**config.mk**
```make
export PLATFORM = sky130hd
export DESIGN_NAME = digital_resonator_bank
export DESIGN_NICKNAME = d
export VERILOG_FILES = /design/src/rtl/digital_resonator_bank.sv
export SDC_FILE = /design/constraint.sdc
export NUM_CORES = 2
export LEC_CHECK = 0
export CAP_MARGIN = 40
export CORE_MARGIN = 2
export CORE_UTILIZATION = 24
export DETAILED_ROUTE_END_ITERATION = 8
export PLACE_DENSITY = 0.44
export SYNTH_ARGS = -nofsm -noshare
export SYNTH_HDL_FRONTEND = slang
export SYNTH_SLANG_ARGS = --single-unit
```
**constraint.sdc**
```tcl
create_clock -name clk -period 27.7 [get_ports clk]
set_input_delay 6.925 -clock clk [delete_from_list [all_inputs] [get_ports clk]]
set_output_delay 6.925 -clock clk [all_outputs]
set_load 0.01 [all_outputs]
```
**src/rtl/digital_resonator_bank.sv**
```systemverilog
// digital_resonator_bank: time-multiplexed bank of NUM_CH two-pole IIR resonators
// sharing a single multiplier. Each channel computes y = g*x + a1*y1 - a2*y2.
// Optional build macro RESONATOR_SAT_EN: saturate results and report clipping;
// without it results wrap to DATA_W bits and sat_flag stays 0.
module digital_resonator_bank #(
  parameter int unsigned DATA_W    = 16,
  parameter int unsigned COEF_W    = 18,
  parameter int unsigned COEF_FRAC = 16,
  parameter int unsigned NUM_CH    = 4,
  localparam int unsigned CH_W     = (NUM_CH > 1) ? $clog2(NUM_CH) : 1
) (
  input  logic                     clk,
  input  logic                     reset_n,
  input  logic                     enable,
  input  logic                     clr,
  input  logic [NUM_CH*DATA_W-1:0] d,
  input  logic                     coef_we,
  input  logic [CH_W-1:0]          coef_ch,
  input  logic [1:0]               coef_sel,
  input  logic [COEF_W-1:0]        coef_data,
  output logic [NUM_CH*DATA_W-1:0] q,
  output logic                     q_valid,
  output logic                     busy,
  output logic                     sat_flag,
  output logic                     overrun
);

  localparam int unsigned PROD_W = DATA_W + COEF_W;
  localparam int unsigned ACC_W  = PROD_W + 2;
  localparam logic signed [COEF_W-1:0] G_ONE = COEF_W'(64'(1) << COEF_FRAC);

  typedef enum logic [2:0] {
    S_IDLE, S_MAC_G, S_MAC_A1, S_MAC_A2, S_STORE, S_DONE
  } state_t;

  state_t state, state_next;

  logic signed [COEF_W-1:0] g_sh   [NUM_CH];
  logic signed [COEF_W-1:0] a1_sh  [NUM_CH];
  logic signed [COEF_W-1:0] a2_sh  [NUM_CH];
  logic signed [COEF_W-1:0] g_act  [NUM_CH];
  logic signed [COEF_W-1:0] a1_act [NUM_CH];
  logic signed [COEF_W-1:0] a2_act [NUM_CH];
  logic signed [DATA_W-1:0] x_lat  [NUM_CH];
  logic signed [DATA_W-1:0] y1     [NUM_CH];
  logic signed [DATA_W-1:0] y2     [NUM_CH];
  logic signed [DATA_W-1:0] stage  [NUM_CH];

  logic [CH_W-1:0]          ch;
  logic                     last_ch;
  logic                     accept;
  logic signed [DATA_W-1:0] mul_x;
  logic signed [COEF_W-1:0] mul_c;
  logic signed [PROD_W-1:0] prod;
  logic signed [ACC_W-1:0]  acc;
  logic signed [DATA_W-1:0] res;
  logic                     clip;
  logic                     sat_acc;

  assign last_ch = (ch == CH_W'(NUM_CH - 1));
  assign accept  = (state == S_IDLE) && enable && !clr;

  // State register
  always_ff @(posedge clk or negedge reset_n) begin
    if (!reset_n) state <= S_IDLE;
    else          state <= state_next;
  end

  // Next-state logic; clr aborts any frame
  always_comb begin
    state_next = state;
    if (clr) begin
      state_next = S_IDLE;
    end else begin
      case (state)
        S_IDLE:   if (enable) state_next = S_MAC_G;
        S_MAC_G:  state_next = S_MAC_A1;
        S_MAC_A1: state_next = S_MAC_A2;
        S_MAC_A2: state_next = S_STORE;
        S_STORE:  state_next = last_ch ? S_DONE : S_MAC_G;
        S_DONE:   state_next = S_IDLE;
        default:  state_next = S_IDLE;
      endcase
    end
  end

  // Shared multiplier operand select
  always_comb begin
    mul_x = x_lat[ch];
    mul_c = g_act[ch];
    case (state)
      S_MAC_A1: begin mul_x = y1[ch]; mul_c = a1_act[ch]; end
      S_MAC_A2: begin mul_x = y2[ch]; mul_c = a2_act[ch]; end
      default:  ;
    endcase
  end

  assign prod = PROD_W'(mul_x) * PROD_W'(mul_c);

  // Rescale accumulator to sample width (floor shift, then clip or wrap)
`ifdef RESONATOR_SAT_EN
  logic signed [ACC_W-1:0] shifted;
  always_comb begin
    shifted = acc >>> COEF_FRAC;
    res     = shifted[DATA_W-1:0];
    clip    = 1'b0;
    if (!(&shifted[ACC_W-1:DATA_W-1] || ~|shifted[ACC_W-1:DATA_W-1])) begin
      clip = 1'b1;
      res  = shifted[ACC_W-1] ? {1'b1, {(DATA_W-1){1'b0}}}
                              : {1'b0, {(DATA_W-1){1'b1}}};
    end
  end
`else
  always_comb begin
    res  = DATA_W'(acc >>> COEF_FRAC);
    clip = 1'b0;
  end
`endif

  // Shadow coefficient registers, written from the host port
  always_ff @(posedge clk or negedge reset_n) begin
    if (!reset_n) begin
      for (int unsigned k = 0; k < NUM_CH; k++) begin
        g_sh[k]  <= G_ONE;
        a1_sh[k] <= '0;
        a2_sh[k] <= '0;
      end
    end else if (coef_we) begin
      for (int unsigned k = 0; k < NUM_CH; k++) begin
        if (coef_ch == CH_W'(k)) begin
          case (coef_sel)
            2'd0:    g_sh[k]  <= coef_data;
            2'd1:    a1_sh[k] <= coef_data;
            2'd2:    a2_sh[k] <= coef_data;
            default: ;
          endcase
        end
      end
    end
  end

  // Active coefficients snapshot the shadow set at frame start
  always_ff @(posedge clk or negedge reset_n) begin
    if (!reset_n) begin
      for (int unsigned k = 0; k < NUM_CH; k++) begin
        g_act[k]  <= G_ONE;
        a1_act[k] <= '0;
        a2_act[k] <= '0;
      end
    end else if (accept) begin
      for (int unsigned k = 0; k < NUM_CH; k++) begin
        g_act[k]  <= g_sh[k];
        a1_act[k] <= a1_sh[k];
        a2_act[k] <= a2_sh[k];
      end
    end
  end

  // Datapath, filter state and registered outputs
  always_ff @(posedge clk or negedge reset_n) begin
    if (!reset_n) begin
      for (int unsigned k = 0; k < NUM_CH; k++) begin
        x_lat[k] <= '0;
        y1[k]    <= '0;
        y2[k]    <= '0;
        stage[k] <= '0;
      end
      ch       <= '0;
      acc      <= '0;
      sat_acc  <= 1'b0;
      q        <= '0;
      q_valid  <= 1'b0;
      busy     <= 1'b0;
      sat_flag <= 1'b0;
      overrun  <= 1'b0;
    end else begin
      q_valid <= 1'b0;
      busy    <= (state_next != S_IDLE);
      if (clr) begin
        for (int unsigned k = 0; k < NUM_CH; k++) begin
          y1[k] <= '0;
          y2[k] <= '0;
        end
        ch      <= '0;
        overrun <= 1'b0;
      end else begin
        if (enable && (state != S_IDLE)) overrun <= 1'b1;
        case (state)
          S_IDLE: begin
            if (enable) begin
              for (int unsigned k = 0; k < NUM_CH; k++)
                x_lat[k] <= d[k*DATA_W +: DATA_W];
              ch      <= '0;
              sat_acc <= 1'b0;
            end
          end
          S_MAC_G:  acc <= ACC_W'(prod);
          S_MAC_A1: acc <= acc + ACC_W'(prod);
          S_MAC_A2: acc <= acc - ACC_W'(prod);
          S_STORE: begin
            y2[ch]    <= y1[ch];
            y1[ch]    <= res;
            stage[ch] <= res;
            sat_acc   <= sat_acc | clip;
            if (!last_ch) ch <= ch + CH_W'(1);
          end
          S_DONE: begin
            for (int unsigned k = 0; k < NUM_CH; k++)
              q[k*DATA_W +: DATA_W] <= stage[k];
            q_valid  <= 1'b1;
            sat_flag <= sat_acc;
          end
          default: ;
        endcase
      end
    end
  end

endmodule

```
* Word-level counts from Yosys, hierarchy flattened
Cells that the tools add are included.
** Cells by class
- Equality and inequality tests :: 13
- Bitwise gates (word level) :: 2
- Magnitude comparators :: 2
- Reductions and logical operators :: 31
- Multipliers :: 1
- Add/sub/neg operators :: 3
- Muxes and demuxes :: 42
** Operator list (count)
- $mux 64 :: 4
- $bwmux 64 :: 3
- $mux 16 :: 7
- $bmux 18 s2 :: 3
- $mux 18 :: 6
- $pmux 36 s3 :: 1
- $bmux 16 s2 :: 3
- $reduce_and 3->1 :: 14
- $add 36x34->36 :: 1
- $pmux 18 s2 :: 1
- $sub 36x34->36 :: 1
- $mul 16x18->34 :: 1
- $demux 16 s2 :: 1
- $pmux 16 s2 :: 1
- $pmux 3 s5 :: 1
- $reduce_bool 3->1 :: 4
- $mux 3 :: 3
- $eq 2x2->1 const B :: 4
- $eq 3x2->1 const B :: 2
- $eq 3x3->1 const B :: 2
- $mux 2 :: 3
- $ne 3x3->1 const B :: 2
- $reduce_and 2->1 :: 3
- $eq 2x1->1 const B :: 2
- 13 further kinds :: 21
** Word-level totals
- Output and inout bits :: 68
- Input port bits :: 91
- Logic and storage cells :: 141
- Flip-flop bits (word level) :: 796

* Longest topological paths before layout
- Word-level depth :: 8
- Gate-level depth with buffers :: 48
- Depth with buffers taken out :: 41

* Worst setup path before layout
Ideal clock, no wire load.
- Kind :: reg-to-reg
- From :: register ch[0]
- To :: register acc[31]
- Stages on the path, launching flop included :: 44
- Arrival time :: 11099 ps
- Required time :: 27629 ps
- Clock period less this slack :: 11170 ps
- Path buffers :: 6
- Path slack :: 16530 ps
- Setup time :: 71 ps
- Path through :: dfrtp_1 -> buf_2 -> buf_4 -> buf_2 -> buf_2 -> buf_1 -> mux4_2 -> mux2i_1 -> nor2_1 -> a21oi_1 -> clkbuf_1 -> nor2_1 -> fa_1 -> inv_1 -> fa_1 -> fa_1 -> fa_1 -> inv_1 -> [8 not listed] -> a31o_2 -> nor4_2 -> nand2_1 -> nor3_1 -> a21oi_1 -> xnor2_1 -> ha_1 -> a21o_1 -> a21o_1 -> a21o_1 -> a21oi_1 -> or2_2 -> a41oi_1 -> o22ai_1 -> or2_2 -> o221ai_2 -> or4b_1 -> nand4_1
** Between the ends
- Cells in the longest elaborated chain, start to end :: 8
- Elaborated cells between the ends (all ways) :: 25
- Classes of those cells :: add/sub (2); mul (1); mux (21); bitwise (1)
** RTL lines
- start: declaration :: RTL line 49 : logic [CH_W-1:0] ch;
- start signal: assignment :: RTL line 205 : if (!last_ch) ch <= ch + CH_W'(1);
- $not 2->3 (implied by the code) (*)
- $bmux 16 s2 (tied with other cells) :: RTL line 89 : mul_x = x_lat[ch];
- $mux 16 (implied by the code) (tied with other cells) (2 in a row) :: RTL line 89
- $pmux 16 s2 / $pmux 18 s2 (equally long branches) :: RTL line 91 : case (state)
- $mul 16x18->34 (*) :: RTL line 98 : assign prod = PROD_W'(mul_x) * PROD_W'(mul_c);
- $sub 36x34->36 / $add 36x34->36 (equally long branches) :: RTL line 199, 198
- $pmux 36 s3 (*) :: RTL line 188 : case (state)
- end signal: assignment :: RTL line 197 : S_MAC_G: acc <= ACC_W'(prod);
- end signal: assignment :: RTL line 198 : S_MAC_A1: acc <= acc + ACC_W'(prod);
- end signal: assignment :: RTL line 199 : S_MAC_A2: acc <= acc - ACC_W'(prod);
- end: declaration :: RTL line 55 : logic signed [ACC_W-1:0] acc;
Mark *: on every way between the ends. The rest lies on a longest branch, timed or not. The select of a mux whose other input is x is not followed.
A chain may end at the register's enable or synchronous reset.

* Final worst setup path
- From :: register state[2]
- To :: register acc[31]
** Between the ends
- Cells in the longest elaborated chain, start to end :: 5
- Elaborated cells between the ends (all ways) :: 11
- Classes of those cells :: add/sub (2); mul (1); eq/ne (3); mux (3); reduce/logical (2)
** RTL lines
- start: declaration :: RTL line 36 : state_t state, state_next;
- start signal: assignment :: RTL line 66 : else state <= state_next;
- $eq 3x2->1 :: RTL line 91, 188
- $pmux 16 s2 / $pmux 18 s2 (equally long branches) :: RTL line 91
- $mul 16x18->34 :: RTL line 98
- $sub 36x34->36 / $add 36x34->36 (equally long branches) :: RTL line 199, 198
- $pmux 36 s3 :: RTL line 188
Several ways; a longest one is shown, not always the timed one.

==> flow_metrics.env <==
export IMPL_antenna_found_initial=9
export IMPL_synth_top_family_by_area="multiplexers"
export IMPL_multi_input_area_um2=23400
export IMPL_cp_slowest_cell="nand2b_4"
export IMPL_worst_skew_pair_late_latency_ns=0.71
export IMPL_fillers=19402
export IMPL_num_rows=159
export IMPL_syn_nets=4152
export IMPL_vias_per_cell=4.44
export IMPL_gp_congestion=0.854
export IMPL_seq_area_um2=19800
export IMPL_die_height_um=438
export IMPL_grt_setup_unrepaired="no"
export IMPL_grt_max_degree=152
export IMPL_cts_tree="done"
export IMPL_hold_buffers=0
export IMPL_min_delay_path_class="reg -> reg"
export IMPL_timing_final_crit_share_pct=42.9
export IMPL_grt_remaining_overflow=0
export IMPL_initial_core_util_pct=24.1
export IMPL_relSlewSlack_pct=30.3
export IMPL_drtIter0Drc=1507
export IMPL_max_cap_violations=0
export IMPL_synth_compound_area_share_pct=6.84
export IMPL_area_growth_pct=17.7
export IMPL_layout_drive_gt1_share_pct=26.1
export IMPL_synthSimpleGateAreaFrac_pct=6.28
export IMPL_synth_distinct_cells=85
export IMPL_dieArea_um2=192000
export IMPL_dp_hpwl_um=89800
export IMPL_routed_wl_um=129000
export IMPL_core_area_um2=187000
export IMPL_track_usage_pct=13.6
export IMPL_cts_sinks=792
export IMPL_synth_edf_count=0
export IMPL_h_tree_depth=3
export IMPL_fmax_mhz=84.1
export IMPL_boundaryPins=159
export IMPL_fin_nets=4295
export IMPL_slowest_delay_ns=0.79
export IMPL_yosysSeqAreaShare_pct=43.9
export IMPL_cts_setup_buffers=0
export IMPL_grt_pass1_vias=30670
export IMPL_synth_flop_cell="dfrtp_1"
export IMPL_routedWlPerCell_um=20.3
export IMPL_worstPathBufferInverterCount=8
export IMPL_clk_path_buf_depth=3
export IMPL_synth_xor_area_share_pct=1.80
export IMPL_ant_nets=0
export IMPL_drv_slew=0
export IMPL_cts_buffers=92
export IMPL_outcome="finished, final reports clean"
export IMPL_final_setup_viol_count=0
export IMPL_fp_dieW_um=438
export IMPL_synth_area_um2=45200
export IMPL_numPortBuffers=157
export IMPL_drc_errors=0
export IMPL_clk_pin_slew_worst_paths_ns=0.06
export IMPL_syn_inst=3665
export IMPL_vias=28352
export IMPL_synthAdderAreaFrac_pct=15.6
export IMPL_period_needed_ns=11.89
export IMPL_cp_max_fo=62
export IMPL_worst_pin_slew_ns=1.05
export IMPL_hold_violations=0
export IMPL_crit_path_start="state[2]"
export IMPL_muxShareOfSynthArea_pct=21.0
export IMPL_cp_end_kind="flip-flop"
export IMPL_startpoint_type="flip-flop"
export IMPL_crit_required_ns=28.34
export IMPL_yosys_register_bits=792
export IMPL_yosysWarnings=0
export IMPL_syn_area_per_cell_um2=12.3
export IMPL_synth_async_reset_ratio_pct=100
export IMPL_worstPathArrival_ns=12.53
export IMPL_r2r_start="state[2]"
export IMPL_root_buffer="clkbuf_16"
export IMPL_grt_pass1_wl_um=200000
export IMPL_clock_skew_ns=0.0359
export IMPL_hp_start="y1[10]"
export IMPL_cts_resized=0
export IMPL_crit_family="simple AND/OR/NAND/NOR gates"
export IMPL_cp_common_cell="inv_1"
export IMPL_fin_tns_setup_ns=0
export IMPL_drt_pass1_iter_count=5
export IMPL_critPathKind="reg -> reg"
[stage by stage]
step,utilization [%],hold WS [ns],worst slack (ns),instances,area [um2]
final,28.4,0.476,15.81,6380,53200
after global routing,28.4,0.501,15.09,6378,53200
after CTS,28.4,0.479,15.76,6377,53200
after detailed placement,26.7,0.465,15.82,6209,50100
after global placement,26.6,0.457,15.37,6193,49800
after floorplan,-,0.441,16.53,3665,45200
[synth_stat cells (7+ instances only)]
cell type / n / area share (%)
or2_2: 18 / 0.25
a22o_1: 113 / 2.2
fa_1: 277 / 12
a21o_1: 30 / 0.50
or3_1: 10 / 0.14
nand2_1: 283 / 2.4
nand2b_1: 21 / 0.29
buf_2: 10 / 0.11
clkbuf_1: 162 / 1.3
o21ai_1: 18 / 0.20
xnor2_1: 56 / 1.1
dfstp_2: 8 / 0.47
mux2_2: 608 / 15
nand3_1: 14 / 0.16
ha_1: 119 / 3.3
mux2i_1: 36 / 0.80
mux4_2: 102 / 5.1
o21ai_0: 67 / 0.74
inv_1: 358 / 3.0
and2_1: 13 / 0.18
buf_1: 17 / 0.14
a211o_1: 7 / 0.14
nor3_1: 15 / 0.17
a31oi_1: 10 / 0.14
a211oi_1: 12 / 0.20
xor2_1: 37 / 0.72
nor2_1: 233 / 1.9
o21a_1: 24 / 0.40
and3_1: 10 / 0.14
a21oi_1: 83 / 0.92
dfrtp_1: 784 / 43
nand4_1: 7 / 0.097
[per-layer routing]
| metal | GRT usage (%) | vias up | part of all wire (%) |
|---|---|---|---|
| met5 | 0 | - | 0.039 |
| met4 | 3.80 | 8 | 2.5 |
| met3 | 2.05 | 157 | 4.0 |
| met2 | 22.6 | 489 | 48 |
| met1 | 18.4 | 14910 | 45 |
| li1 | - | 12788 | - |
[worst paths after layout]
check	endpoint	slack [ns]	depth (start not counted)
worst max-delay path	acc[31]	15.81	40
worst min-delay path	y1[10]	0.48	2
worst max register to register	acc[31]	15.81	40
worst min register to register	y1[10]	0.48	2
max in group asynchronous	x_lat[36]	17.99	6
min in group asynchronous	q[24]	6.18	1
[registers in the layout (all words and copies together) (netlist names), 72 cells and up]
signal / flops
a2_sh: 72
g_act: 72
g_sh: 72
a1_act: 72
a1_sh: 72
a2_act: 72
[layout make-up]
cell class                 instances  share of cell area, %
multi-input combinational       2322                   43.9
sequential                       792                   37.3
tap                             2495                   5.87
clock buffer                     141                   5.18
timing repair buffer             240                   4.55
inverter                         360                   2.54
clock inverter                    27                  0.696
antenna                            3                 0.0141
[cells by family after synthesis]
logic type / Yosys count
XOR/XNOR: 93
other: 1
multiplexers: 746
AND/OR/NAND/NOR: 656
AO/OA/AOI/OAI: 430
adder cells (fa/ha/maj): 396
flip-flops: 792
buffers and inverters: 551
[worst min-delay path: stages, from the launching register on]
cell and delay [ns]:
dfrtp_1 0.34, nand2_1 0.05, nand2_1 0.05
[cells in the final DEF (no fill, tap or decap), types with 6 or more instances in the layout]
| cell type | n |
|---|---|
| inv_1 | 358 |
| nor2_1 | 227 |
| clkinv_2 | 11 |
| or2_2 | 18 |
| o31ai_1 | 6 |
| clkbuf_16 | 93 |
| o21ai_1 | 20 |
| dfstp_2 | 8 |
| o21ai_0 | 65 |
| mux2i_1 | 36 |
| a21oi_1 | 79 |
| xnor2_1 | 56 |
| nand2b_1 | 20 |
| or3_1 | 9 |
| dfrtp_1 | 781 |
| clkbuf_1 | 23 |
| and2_1 | 9 |
| and3_1 | 10 |
| xor2_1 | 37 |
| a211o_1 | 7 |
| mux4_2 | 102 |
| nor2_2 | 7 |
| buf_4 | 68 |
| a211oi_1 | 12 |
| clkbuf_8 | 25 |
| a21o_1 | 30 |
| mux2_2 | 608 |
| fa_1 | 277 |
| nor3_1 | 14 |
| buf_16 | 8 |
| clkdlybuf4s50_1 | 156 |
| o21a_1 | 24 |
| a22o_1 | 113 |
| nand3_1 | 14 |
| nand2_1 | 282 |
| ha_1 | 119 |
| a31oi_1 | 10 |
| nand4_1 | 7 |
Power is not shown: default switching activity piles up to over one toggle a cycle in this logic, so the estimate is an artifact.
